File: src/rtl/ddr_sample_reader.sv
// Read-back engine: issues READ bursts on an MCB port, pops the returned words and
// streams each word out as three 10-bit samples with overrange/trigger flags.
module ddr_sample_reader #(
   parameter int unsigned BURST_WORDS  = 64,
   parameter int unsigned ADDR_WIDTH   = 30,
   parameter int unsigned NBURST_WIDTH = 16
) (
   input  logic                    ddr_usrclk,
   input  logic                    reset_n,
   input  logic                    start,
   input  logic [ADDR_WIDTH-1:0]   start_address,
   input  logic [NBURST_WIDTH-1:0] num_bursts,
   output logic                    busy,
   output logic                    done,
   output logic                    error,
   output logic                    cmd_en,
   output logic [2:0]              cmd_instr,
   output logic [5:0]              cmd_bl,
   output logic [ADDR_WIDTH-1:0]   cmd_byte_addr,
   input  logic                    cmd_full,
   output logic                    rd_en,
   input  logic [31:0]             rd_data,
   input  logic                    rd_empty,
   input  logic                    rd_overflow,
   input  logic                    rd_error,
   output logic [9:0]              sample_data,
   output logic                    sample_or,
   output logic                    sample_trig,
   output logic                    sample_valid,
   input  logic                    sample_ready,
   output logic                    sample_last
);

   localparam int unsigned CNT_W     = $clog2(BURST_WORDS + 1);
   localparam int unsigned ADDR_STEP = BURST_WORDS * 4;

   typedef enum logic [1:0] {
      S_IDLE,
      S_CMD_WAIT,
      S_DRAIN,
      S_FLUSH
   } state_t;

   state_t                  state_q, state_d;
   logic [ADDR_WIDTH-1:0]   addr_q, addr_d;
   logic [NBURST_WIDTH-1:0] bursts_q, bursts_d;
   logic [CNT_W-1:0]        cnt_q, cnt_d;
   logic [31:0]             hold_q, hold_d;
   logic                    hold_valid_q, hold_valid_d;
   logic [1:0]              slot_q, slot_d;
   logic                    last_word_q, last_word_d;
   logic                    busy_q, busy_d;
   logic                    done_q, done_d;
   logic                    error_q, error_d;
   logic                    cmd_en_c;
   logic                    rd_en_c;
   logic                    accept;
   logic                    slot2_accept;

   assign accept       = hold_valid_q & sample_ready;
   assign slot2_accept = accept & (slot_q == 2'd2);

   // Next-state, command/pop strobes and holding-register control
   always_comb begin
      state_d      = state_q;
      addr_d       = addr_q;
      bursts_d     = bursts_q;
      cnt_d        = cnt_q;
      hold_d       = hold_q;
      hold_valid_d = hold_valid_q;
      slot_d       = slot_q;
      last_word_d  = last_word_q;
      busy_d       = busy_q;
      done_d       = 1'b0;
      error_d      = error_q | rd_overflow | rd_error;
      cmd_en_c     = 1'b0;
      rd_en_c      = 1'b0;

      unique case (state_q)
         S_IDLE: begin
            if (start) begin
               error_d = rd_overflow | rd_error;
               if (num_bursts != '0) begin
                  addr_d   = {start_address[ADDR_WIDTH-1:8], 8'h00};
                  bursts_d = num_bursts;
                  busy_d   = 1'b1;
                  state_d  = S_CMD_WAIT;
               end else begin
                  done_d = 1'b1;
               end
            end
         end
         S_CMD_WAIT: begin
            if (!cmd_full) begin
               cmd_en_c = 1'b1;
               bursts_d = bursts_q - NBURST_WIDTH'(1);
               cnt_d    = '0;
               state_d  = S_DRAIN;
            end
         end
         S_DRAIN: begin
            rd_en_c = ~rd_empty & (~hold_valid_q | slot2_accept)
                      & (cnt_q < CNT_W'(BURST_WORDS));
            if (cnt_q == CNT_W'(BURST_WORDS)) begin
               if (bursts_q != '0) begin
                  addr_d  = addr_q + ADDR_WIDTH'(ADDR_STEP);
                  state_d = S_CMD_WAIT;
               end else begin
                  state_d = S_FLUSH;
               end
            end
         end
         S_FLUSH: begin
            if (!hold_valid_q || slot2_accept) begin
               done_d  = 1'b1;
               busy_d  = 1'b0;
               state_d = S_IDLE;
            end
         end
         default: state_d = S_IDLE;
      endcase

      // A pop at slot 2 replaces the word in the same cycle it is consumed
      if (rd_en_c) begin
         hold_d       = rd_data;
         hold_valid_d = 1'b1;
         slot_d       = 2'd0;
         cnt_d        = cnt_q + CNT_W'(1);
         last_word_d  = (bursts_q == '0) && (cnt_q == CNT_W'(BURST_WORDS - 1));
      end else if (accept) begin
         if (slot_q == 2'd2) begin
            hold_valid_d = 1'b0;
            slot_d       = 2'd0;
         end else begin
            slot_d = slot_q + 2'd1;
         end
      end
   end

   always_ff @(posedge ddr_usrclk or negedge reset_n) begin
      if (!reset_n) begin
         state_q      <= S_IDLE;
         addr_q       <= '0;
         bursts_q     <= '0;
         cnt_q        <= '0;
         hold_q       <= '0;
         hold_valid_q <= 1'b0;
         slot_q       <= 2'd0;
         last_word_q  <= 1'b0;
         busy_q       <= 1'b0;
         done_q       <= 1'b0;
         error_q      <= 1'b0;
      end else begin
         state_q      <= state_d;
         addr_q       <= addr_d;
         bursts_q     <= bursts_d;
         cnt_q        <= cnt_d;
         hold_q       <= hold_d;
         hold_valid_q <= hold_valid_d;
         slot_q       <= slot_d;
         last_word_q  <= last_word_d;
         busy_q       <= busy_d;
         done_q       <= done_d;
         error_q      <= error_d;
      end
   end

   // Sample slot select from the registered holding word
   always_comb begin
      unique case (slot_q)
         2'd0:    sample_data = hold_q[9:0];
         2'd1:    sample_data = hold_q[19:10];
         default: sample_data = hold_q[29:20];
      endcase
   end

   assign sample_or     = hold_q[31];
   assign sample_trig   = hold_q[30];
   assign sample_valid  = hold_valid_q;
   assign sample_last   = hold_valid_q & last_word_q & (slot_q == 2'd2);
   assign busy          = busy_q;
   assign done          = done_q;
   assign error         = error_q;
   assign cmd_en        = cmd_en_c;
   assign cmd_instr     = 3'b001;
   assign cmd_bl        = 6'(BURST_WORDS - 1);
   assign cmd_byte_addr = addr_q;
   assign rd_en         = rd_en_c;

endmodule

File: config.mk
export PLATFORM = sky130hd
export DESIGN_NAME = ddr_sample_reader
export DESIGN_NICKNAME = d
export VERILOG_FILES = /design/src/rtl/ddr_sample_reader.sv
export SDC_FILE = /design/constraint.sdc
export NUM_CORES = 1
export LEC_CHECK = 0
export CAP_MARGIN = 20
export CORE_MARGIN = 4
export CORE_UTILIZATION = 50
export CTS_BUF_LIST = sky130_fd_sc_hd__clkbuf_8
export CTS_CLUSTER_SIZE = 24
export DETAILED_ROUTE_END_ITERATION = 8
export GPL_ROUTABILITY_DRIVEN = 1
export PLACE_DENSITY = 0.86
export SLEW_MARGIN = 30
export SYNTH_ARGS = -nofsm -noshare
export SYNTH_HDL_FRONTEND = slang
export SYNTH_SLANG_ARGS = --single-unit
File: constraint.sdc
create_clock -name ddr_usrclk -period 2.61 [get_ports ddr_usrclk]
set_input_delay 0.522 -clock ddr_usrclk [delete_from_list [all_inputs] [get_ports ddr_usrclk]]
set_output_delay 0.522 -clock ddr_usrclk [all_outputs]
set_load 0.02 [all_outputs]
## Word level (Yosys, flattened, before mapping)

Index checks and enable logic that the tools add are counted.

| operators by class | value |
|---|---|
| add/subtract/negate cells | 4 |
| $mul | 0 |
| divide/modulo/power cells | 0 |
| $lt $le $gt $ge | 1 |
| equality and inequality tests | 14 |
| shift-type cells | 0 |
| mux-type cells | 39 |
| bitwise operators | 12 |
| reduce and logical (&&, ||, !) cells | 20 |

Operator list:

| operator | number |
|---|---|
| $mux W30 | 4 |
| $pmux W30 S2 | 1 |
| $mux W16 | 3 |
| $pmux W16 S2 | 1 |
| $reduce_bool A16 Y1 | 2 |
| $add A30 B9 Y30 const B | 1 |
| $mux W7 | 3 |
| $pmux W10 S2 | 1 |
| $mux W2 | 9 |
| $logic_not A16 Y1 | 1 |
| $sub A16 B1 Y16 const B | 1 |
| $mux W1 | 14 |
| $ne A2 B2 Y1 const B | 6 |
| $reduce_bool A2 Y1 | 6 |
| $reduce_and A5 Y1 | 2 |
| $pmux W2 S4 | 1 |
| $reduce_and A4 Y1 | 2 |
| $add A7 B1 Y7 const B | 1 |
| $eq A7 B6 Y1 const B | 1 |
| $eq A7 B7 Y1 const B | 1 |
| $lt A7 B7 Y1 const B | 1 |
| $and A1 B1 Y1 | 6 |
| $eq A2 B2 Y1 const B | 3 |
| $eq A2 B1 Y1 const B | 2 |
| 10 further kinds | 17 |

| storage, ports and cells | value |
|---|---|
| register bits after elaboration | 94 |
| latch bits | 0 |
| RAM bits | 0 |
| bits in read-only memories | 0 |
| input bits | 86 |
| output and inout port bits | 58 |
| word-level logic and storage cells | 101 |
| memories kept | 0 |

## Depth between registers and ports, before layout

Gate-level depths: netlist of run 1.

| depth | value |
|---|---|
| depth after elaboration | 8 |
| gate-level depth with buffers | 10 |
| mapped depth without buffers | 8 |

## Worst setup path after synthesis of run 1

Ideal clock, no wire load.

| timing path | value |
|---|---|
| kind | reg-to-output |
| start point | register state_q[0] |
| end point | output rd_en |
| data arrival time | 1957 ps |
| path slack | 131 ps |
| stages on the path, launching flop included | 8 |
| path buffers | 2 |
| cell sequence | dfrtp_1 > inv_1 > ha_1 > buf_2 > or3b_2 > a21o_1 > inv_1 > clkbuf_1 |

| between the ends | value |
|---|---|
| longest elaborated chain between the ends | 2 |

Ends and longest elaborated chain:

| item | RTL line | source |
|---|---|---|
| start, declared | 44 | `state_t state_q, state_d;` |
| start signal, assigned | 154 | `state_q <= state_d;` |
| $eq A2 B2 Y1 | 79 | `unique case (state_q)` |
| $mux W1 | 79 |  |
| end, declared | 21 | `output logic rd_en,` |

No other way between the ends.

## Final worst setup path of run 1

| timing path | value |
|---|---|
| start point | register slot_q[0] |
| end point | output sample_data[4] |

| between the ends | value |
|---|---|
| longest elaborated chain between the ends | 2 |

Ends and longest elaborated chain:

| item | RTL line | source |
|---|---|---|
| start, declared | 50 | `logic [1:0] slot_q, slot_d;` |
| start signal, assigned | 160 | `slot_q <= slot_d;` |
| $eq A2 B1 Y1 or $logic_not A2 Y1 (tied branches) | 170 | `unique case (slot_q)` |
| $pmux W10 S2 (*) | 170 |  |
| end, declared | 26 | `output logic [9:0] sample_data,` |

Mark *: on every way between the ends. The rest lies on a longest branch, timed or not.

==> results of run 1 <==
-- worst paths after layout --
kind,start,end,cells after the start
max,slot_q[0],sample_data[4],3
min,reset_n,cmd_byte_addr[20],1
max reg2reg,state_q[0],cnt_q[5],9
min reg2reg,hold_q[12],hold_q[12],2
max in group asynchronous,reset_n,slot_q[0],2
min in group ddr_usrclk,hold_q[12],hold_q[12],2
-- worst max-delay path: cells and delay by family, from the launching register on --
family / cells / cell delay (ns)
buffers and inverters: 1 / 0.67
DFF: 1 / 0.59
AOI/OAI and AO/OA: 1 / 0.21
muxes: 1 / 0.17
-- kinds of logic (layout without fill, tap and decap cells) --
kind of cell | after synthesis | after routing | synth area share [%]
DFF | 86 | 86 | 41.46
other | 2 | 17 | 0.1447
AOI/OAI and AO/OA | 142 | 142 | 19.60
muxes | 13 | 13 | 2.507
and+or+nand+nor | 286 | 286 | 26.80
adders and majority gates | 9 | 9 | 2.169
buffers and inverters | 77 | 184 | 7.327
-- cells in the final DEF (no fill, tap or decap), types with 5 or more instances in the layout --
cell type,synthesis,layout
a221o_1,10,10
ha_1,9,9
mux2i_1,13,13
o21ai_0,36,35
dfrtp_1,86,85
nor3_1,7,7
nor2_1,33,33
and3_1,14,14
or3_1,9,9
conb_1,2,17
nand2_1,145,145
nand3_1,20,20
clkbuf_8,0,9
buf_4,18,25
nor4_1,11,11
a21oi_1,13,13
a31oi_1,7,7
or4_1,5,5
a221oi_1,5,5
a2bb2oi_1,5,5
o41ai_1,6,6
inv_1,24,25
nand4_1,11,11
o31ai_1,13,13
clkdlybuf4s50_1,0,111
a211oi_1,10,10
o32ai_1,6,6
-- sequential cells by signal, summed over array words and instances (netlist names) --
| name | count |
|---|---|
| error | 1 |
| cmd_byte_addr | 22 |
| sample_valid | 1 |
| hold_q | 32 |
| last_word_q | 1 |
| slot_q | 2 |
| done | 1 |
| bursts_q | 16 |
| state_q | 2 |
| cnt_q | 7 |
| busy | 1 |
-- area by class of cell --
| class | count | area (µm²) |
|---|---|---|
| sequential | 86 | 2156 |
| multi-input combinational | 467 | 2721 |
| tap | 133 | 166.4 |
| inverter | 25 | 93.84 |
| fill | 825 | 3227 |
| clock buffer | 9 | 123.9 |
| timing repair buffer | 144 | 1403 |
| clock inverter | 6 | 63.81 |
-- per-layer routing --
layer | share of wire (%) | up-vias
li1 | - | 2415
met1 | 41 | 2459
met2 | 48 | 291
met3 | 9.8 | 30
met4 | 1.6 | 0
met5 | 0 | -
-- power breakdown --
part | internal [W] | total, W | switching, W
Sequential | 0.00194 | 0.00262 | 0.000678
Combinational | 0.00197 | 0.00434 | 0.00238
Clock | 0.000437 | 0.000927 | 0.000490
Total | 0.00435 | 0.00789 | 0.00355
-- per-stage QoR --
stage | instance area [µm²] | cells
3_3_place_gp | 6526 | 855
4_1_cts | 6715 | 870
3_5_place_dp | 6526 | 855
2_1_floorplan | 5248 | 630
5_1_grt | 6728 | 870
6_report | 6728 | 870
==> results.json, run 1 <==
{
  "gr-usage-all-layers_pct": 24.19,
  "unique_masters_post_synth": 63,
  "netlist_top_cells_count": "nand2_1 (145), dfrtp_1 (86), o21ai_0 (36), nor2_1 (33), clkbuf_1 (25)",
  "area_growth_syn_to_layout_pct": 29.60,
  "grt_start_max_net_pins": 49,
  "finalSetupViolations": 0,
  "number_of_flip_flops_and_latches_in_the_synthesized_netlist": 86,
  "synth_seq_area_share_pct": 41.46,
  "tightestPinTransition_ns": 0.6322,
  "layout_min_cycle_time_ns": 2.523,
  "slew-limit-headroom_pct": 57.57,
  "placement.setup.worst_slack_ns": -0.1834,
  "synth_top_cell_by_area": "dfrtp_1",
  "first_iter_violations": 285,
  "holdBufCountCts": 0,
  "core_region_area_um2": 9955,
  "clk_pin_slew_ns": 0.09,
  "overall_die_width_um": 109.9,
  "critPathKind": "register to output pin",
  "fin_skew_ns": 0.01656,
  "wire_per_inst_um": 16.49,
  "achievable_clock_frequency_mhz": 396.3,
  "post_synth_inst_count": 615,
  "grt_antenna_before_repair": 0,
  "power.total_w": 0.007892,
  "place.gp.congestion": 0.9574,
  "clockRootBuffer": "clkbuf_8",
  "synth_most_common_cell": "nand2_1",
  "power_density_nw_per_um2": 1173,
  "async_flop_share_pct": 100.0,
  "die_h_um": 109.9,
  "number_of_nets_still_failing_antenna_checks_after_routing": 0,
  "final_layout_size_suffix_gt1_share_pct": 7.598,
  "number_of_nets_in_the_final_layout": 828,
  "grt_pass1_wl_um": 23360,
  "io_buffer_count": 118,
  "die_area_um2": 12080,
  "grt_setup_unrepaired": "no",
  "clockBufferDepth": 2,
  "routed-via-count": 5195,
  "detail_route.first_pass.iterations": 5,
  "met1_usage_pct": 31.76,
  "timing_max_transition_violations_final": 0,
  "critPathArrivalTime_ns": 2.00,
  "initial_core_util_pct": 52.15,
  "clock_insertion_delay_worst_skew_ns": 0.36,
  "clock-sinks": 86,
  "total_leakage_power_nw": 2.959,
  "synthTopCellsByArea": "dfrtp_1 (41%), nand2_1 (10%), o21ai_0 (3.5%)",
  "ioPinCount": 144,
  "drt-total-wl_um": 14350,
  "synth-main-ff-cell": "dfrtp_1",
  "critical-path-slowest-cell": "clkdlybuf4s50_1",
  "num_cts_buffers": 9,
  "fp-row-count": 36,
  "met3_usage_pct": 4.521,
  "min_period_over_period_pct": 96.67,
  "report.final.hold_viol_count": 0,
  "syn-mean-instance-area_um2": 8.441,
  "worst-path-max-fanout": 14,
  "synth-warning-count": 0,
  "tritoncts_clock_tree": "yes",
  "outcome": "finished clean",
  "timing.critical_path.cells": "mux2i_1 -> o21ai_0 -> clkdlybuf4s50_1",
  "cts.repair_timing.setup_buffer_count": 0,
  "final_util_pct": 67.58,
  "antenna_cells_inserted": 0,
  "first_global_vias": 5059,
  "netlist_area_um2": 5191,
  "synth-edff-count": 0,
  "grt_overflow_total": 0,
  "grt_use_met2_pct": 39.51,
  "post-route-worst-setup-slack_ns": 0.08679,
  "cpPeakStageDelay_ns": 0.67,
  "end_kind": "output pin",
  "vdd_drop_max_v": 0.0007748,
  "postCtsResizedCells": 5,
  "worst-r2r-setup-slack_ns": 0.22,
  "totalNegativeSetupSlack_ns": 0,
  "critical_path.startpoint_type": "register",
  "drc": 0,
  "hold_ws_ns": 0.1244,
  "synthDominantCellAreaShare_pct": 41.46,
  "detail_route.vias_per_cell": 5.971,
  "hold_path.class": "input pin to async pin",
  "cts-htree-levels": 3,
  "total_of_max_cap_violations": 0,
  "dp.final_hpwl_um": 10390,
  "top_usage_layer": "met2",
  "worst-endpoint-required_ns": 2.09
}
No activity file was read; power rests on OpenSTA's default activity.
==> run 2, diff against run 1 <==
- clock period: 2.61 -> 2.35 ns (I/O delays scaled with it)
==> results.json, run 2 (synthesis results as in run 1) <==
{
  "total_leakage_power_nw": 3.131,
  "io_buffer_count": 118,
  "grt_use_met2_pct": 41.81,
  "gr-usage-all-layers_pct": 25.02,
  "worst-path-max-fanout": 11,
  "ioPinCount": 144,
  "area_growth_syn_to_layout_pct": 36.88,
  "drc": 0,
  "first_global_vias": 5127,
  "hold_ws_ns": 0.08894,
  "dp.final_hpwl_um": 10970,
  "min_period_over_period_pct": 98.30,
  "final_layout_size_suffix_gt1_share_pct": 13.58,
  "report.final.hold_viol_count": 0,
  "most_used_cells_in_the_layout_excluding_fill_and_tap_cells": "nand2_1 (145), clkdlybuf4s50_1 (104), dfrtp_1 (84)",
  "clockBufferDepth": 2,
  "critical_path.startpoint_type": "register",
  "clockRootBuffer": "clkbuf_8",
  "clock_insertion_delay_worst_skew_ns": 0.36,
  "num_cts_buffers": 9,
  "finalSetupViolations": 0,
  "antenna_cells_inserted": 0,
  "crit-reg2reg-launch": "state_q[0]",
  "place.gp.congestion": 0.9226,
  "number_of_nets_still_failing_antenna_checks_after_routing": 0,
  "detail_route.vias_per_cell": 5.959,
  "largest_register_ffs": 32,
  "wire_per_inst_um": 17.35,
  "total_of_max_cap_violations": 0,
  "slew-limit-headroom_pct": 61.76,
  "met1_usage_pct": 32.28,
  "grt_overflow_total": 0,
  "drt-total-wl_um": 15600,
  "fin_skew_ns": 0.01142,
  "r2r_end": "bursts_q[0]",
  "dpl.cell_count": 880,
  "reg2reg_depth": 9,
  "power_density_nw_per_um2": 1307,
  "achievable_clock_frequency_mhz": 432.9,
  "grt_pass1_wl_um": 24160,
  "die_h_um": 109.9,
  "worst-endpoint-required_ns": 2.58,
  "number_of_nets_in_the_final_layout": 856,
  "core_region_area_um2": 9955,
  "die_area_um2": 12080,
  "initial_core_util_pct": 52.15,
  "totalNegativeSetupSlack_ns": 0,
  "fin_cells": 899,
  "layout_min_cycle_time_ns": 2.310,
  "end_kind": "register",
  "grt_antenna_before_repair": 0,
  "clk_pin_slew_ns": 0.09,
  "timing_max_transition_violations_final": 0,
  "outcome": "finished clean",
  "detail_route.first_pass.iterations": 7,
  "largest-register": "hold_q",
  "critPathKind": "register to register",
  "power.total_w": 0.009287,
  "final_util_pct": 71.38,
  "critPathArrivalTime_ns": 2.54,
  "holdBufCountCts": 0,
  "hold_path.class": "input pin to async pin",
  "tightestPinTransition_ns": 0.5735,
  "cts-htree-levels": 3,
  "grt_start_max_net_pins": 43,
  "top_usage_layer": "met2",
  "first_iter_violations": 304,
  "vdd_drop_max_v": 0.0007185,
  "clock-sinks": 86,
  "routed-via-count": 5357,
  "overall_die_width_um": 109.9,
  "worst-r2r-setup-slack_ns": 0.04,
  "most_common_library_cell_in_the_layout_ignoring_fill_and_taps": "nand2_1",
  "tritoncts_clock_tree": "yes",
  "fp-row-count": 36,
  "met3_usage_pct": 5.344,
  "grt_setup_unrepaired": "yes"
}
[run 2: cell types whose count changed in the layout (fill, tap and decap cells not counted), sizes merged]
cell | previous run | this run
clkbuf | 9 | 10
dlygate4sd2 | 1 | 9
clkinvlp | 1 | 3
clkdlybuf4s50 | 111 | 104
dlymetal6s2s | 4 | 2
clkinv | 3 | 2
buf | 28 | 56
[run 2: worst max-delay path by stage]
stage	from	endpoint	slack, ns	cells past startpoint
4_1_cts	state_q[0]	rd_en	-0.09	6
3_5_place_dp	rd_empty	rd_en	-0.39	5
6_report	state_q[0]	bursts_q[0]	0.04	9
2_1_floorplan	state_q[0]	rd_en	0.08	7
5_1_grt	state_q[1]	cmd_byte_addr[20]	-0.02	10
3_3_place_gp	rd_empty	rd_en	-0.35	5
[run 2: timing repair]
action,in CTS,in global routing
setup buffers,0,2
cloned,0,1
setup endpoints to repair,21,42
gates resized for setup,19,32
pin swaps,0,6
[run 2: worst max-delay path, stage by stage (launching register included)]
cell      delay (ns)
dfrtp_1         0.38
inv_2           0.04
buf_4           0.16
ha_4            0.17
buf_4           0.17
nand2b_1        0.18
o21a_2          0.33
buf_12          0.17
nand2_1         0.17
o311ai_0        0.39
[run 2: cell type report]
type	count	area, µm²
fill	749	2849
multi-input combinational	467	2825
sequential	86	2155
timing repair buffer	172	1668
tap	133	166.4
clock buffer	9	123.9
inverter	25	93.84
clock inverter	7	73.82
[run 2: routing by layer]
metal  up-vias  share of wire (%)
met4         0                2.1
met5         -                  0
met2       298                 49
met3        49                9.5
li1       2480                  -
met1      2530                 39
[run 2: metrics by stage]
step,setup WS (ns),cell area (µm²)
floorplan,0.07656,5249
global placement,-0.3454,6751
detailed placement,-0.3914,6751
CTS,-0.08651,6944
global route,-0.01951,7106
finish,0.03988,7106
[run 2: power by group]
group | switching [W] | internal (W) | leakage [nW] | total [W]
Clock | 0.000572 | 0.000493 | 0.0933 | 0.00106
Combinational | 0.00291 | 0.00243 | 1.99 | 0.00534
Sequential | 0.000722 | 0.00216 | 1.05 | 0.00288
Total | 0.00421 | 0.00508 | 3.13 | 0.00929
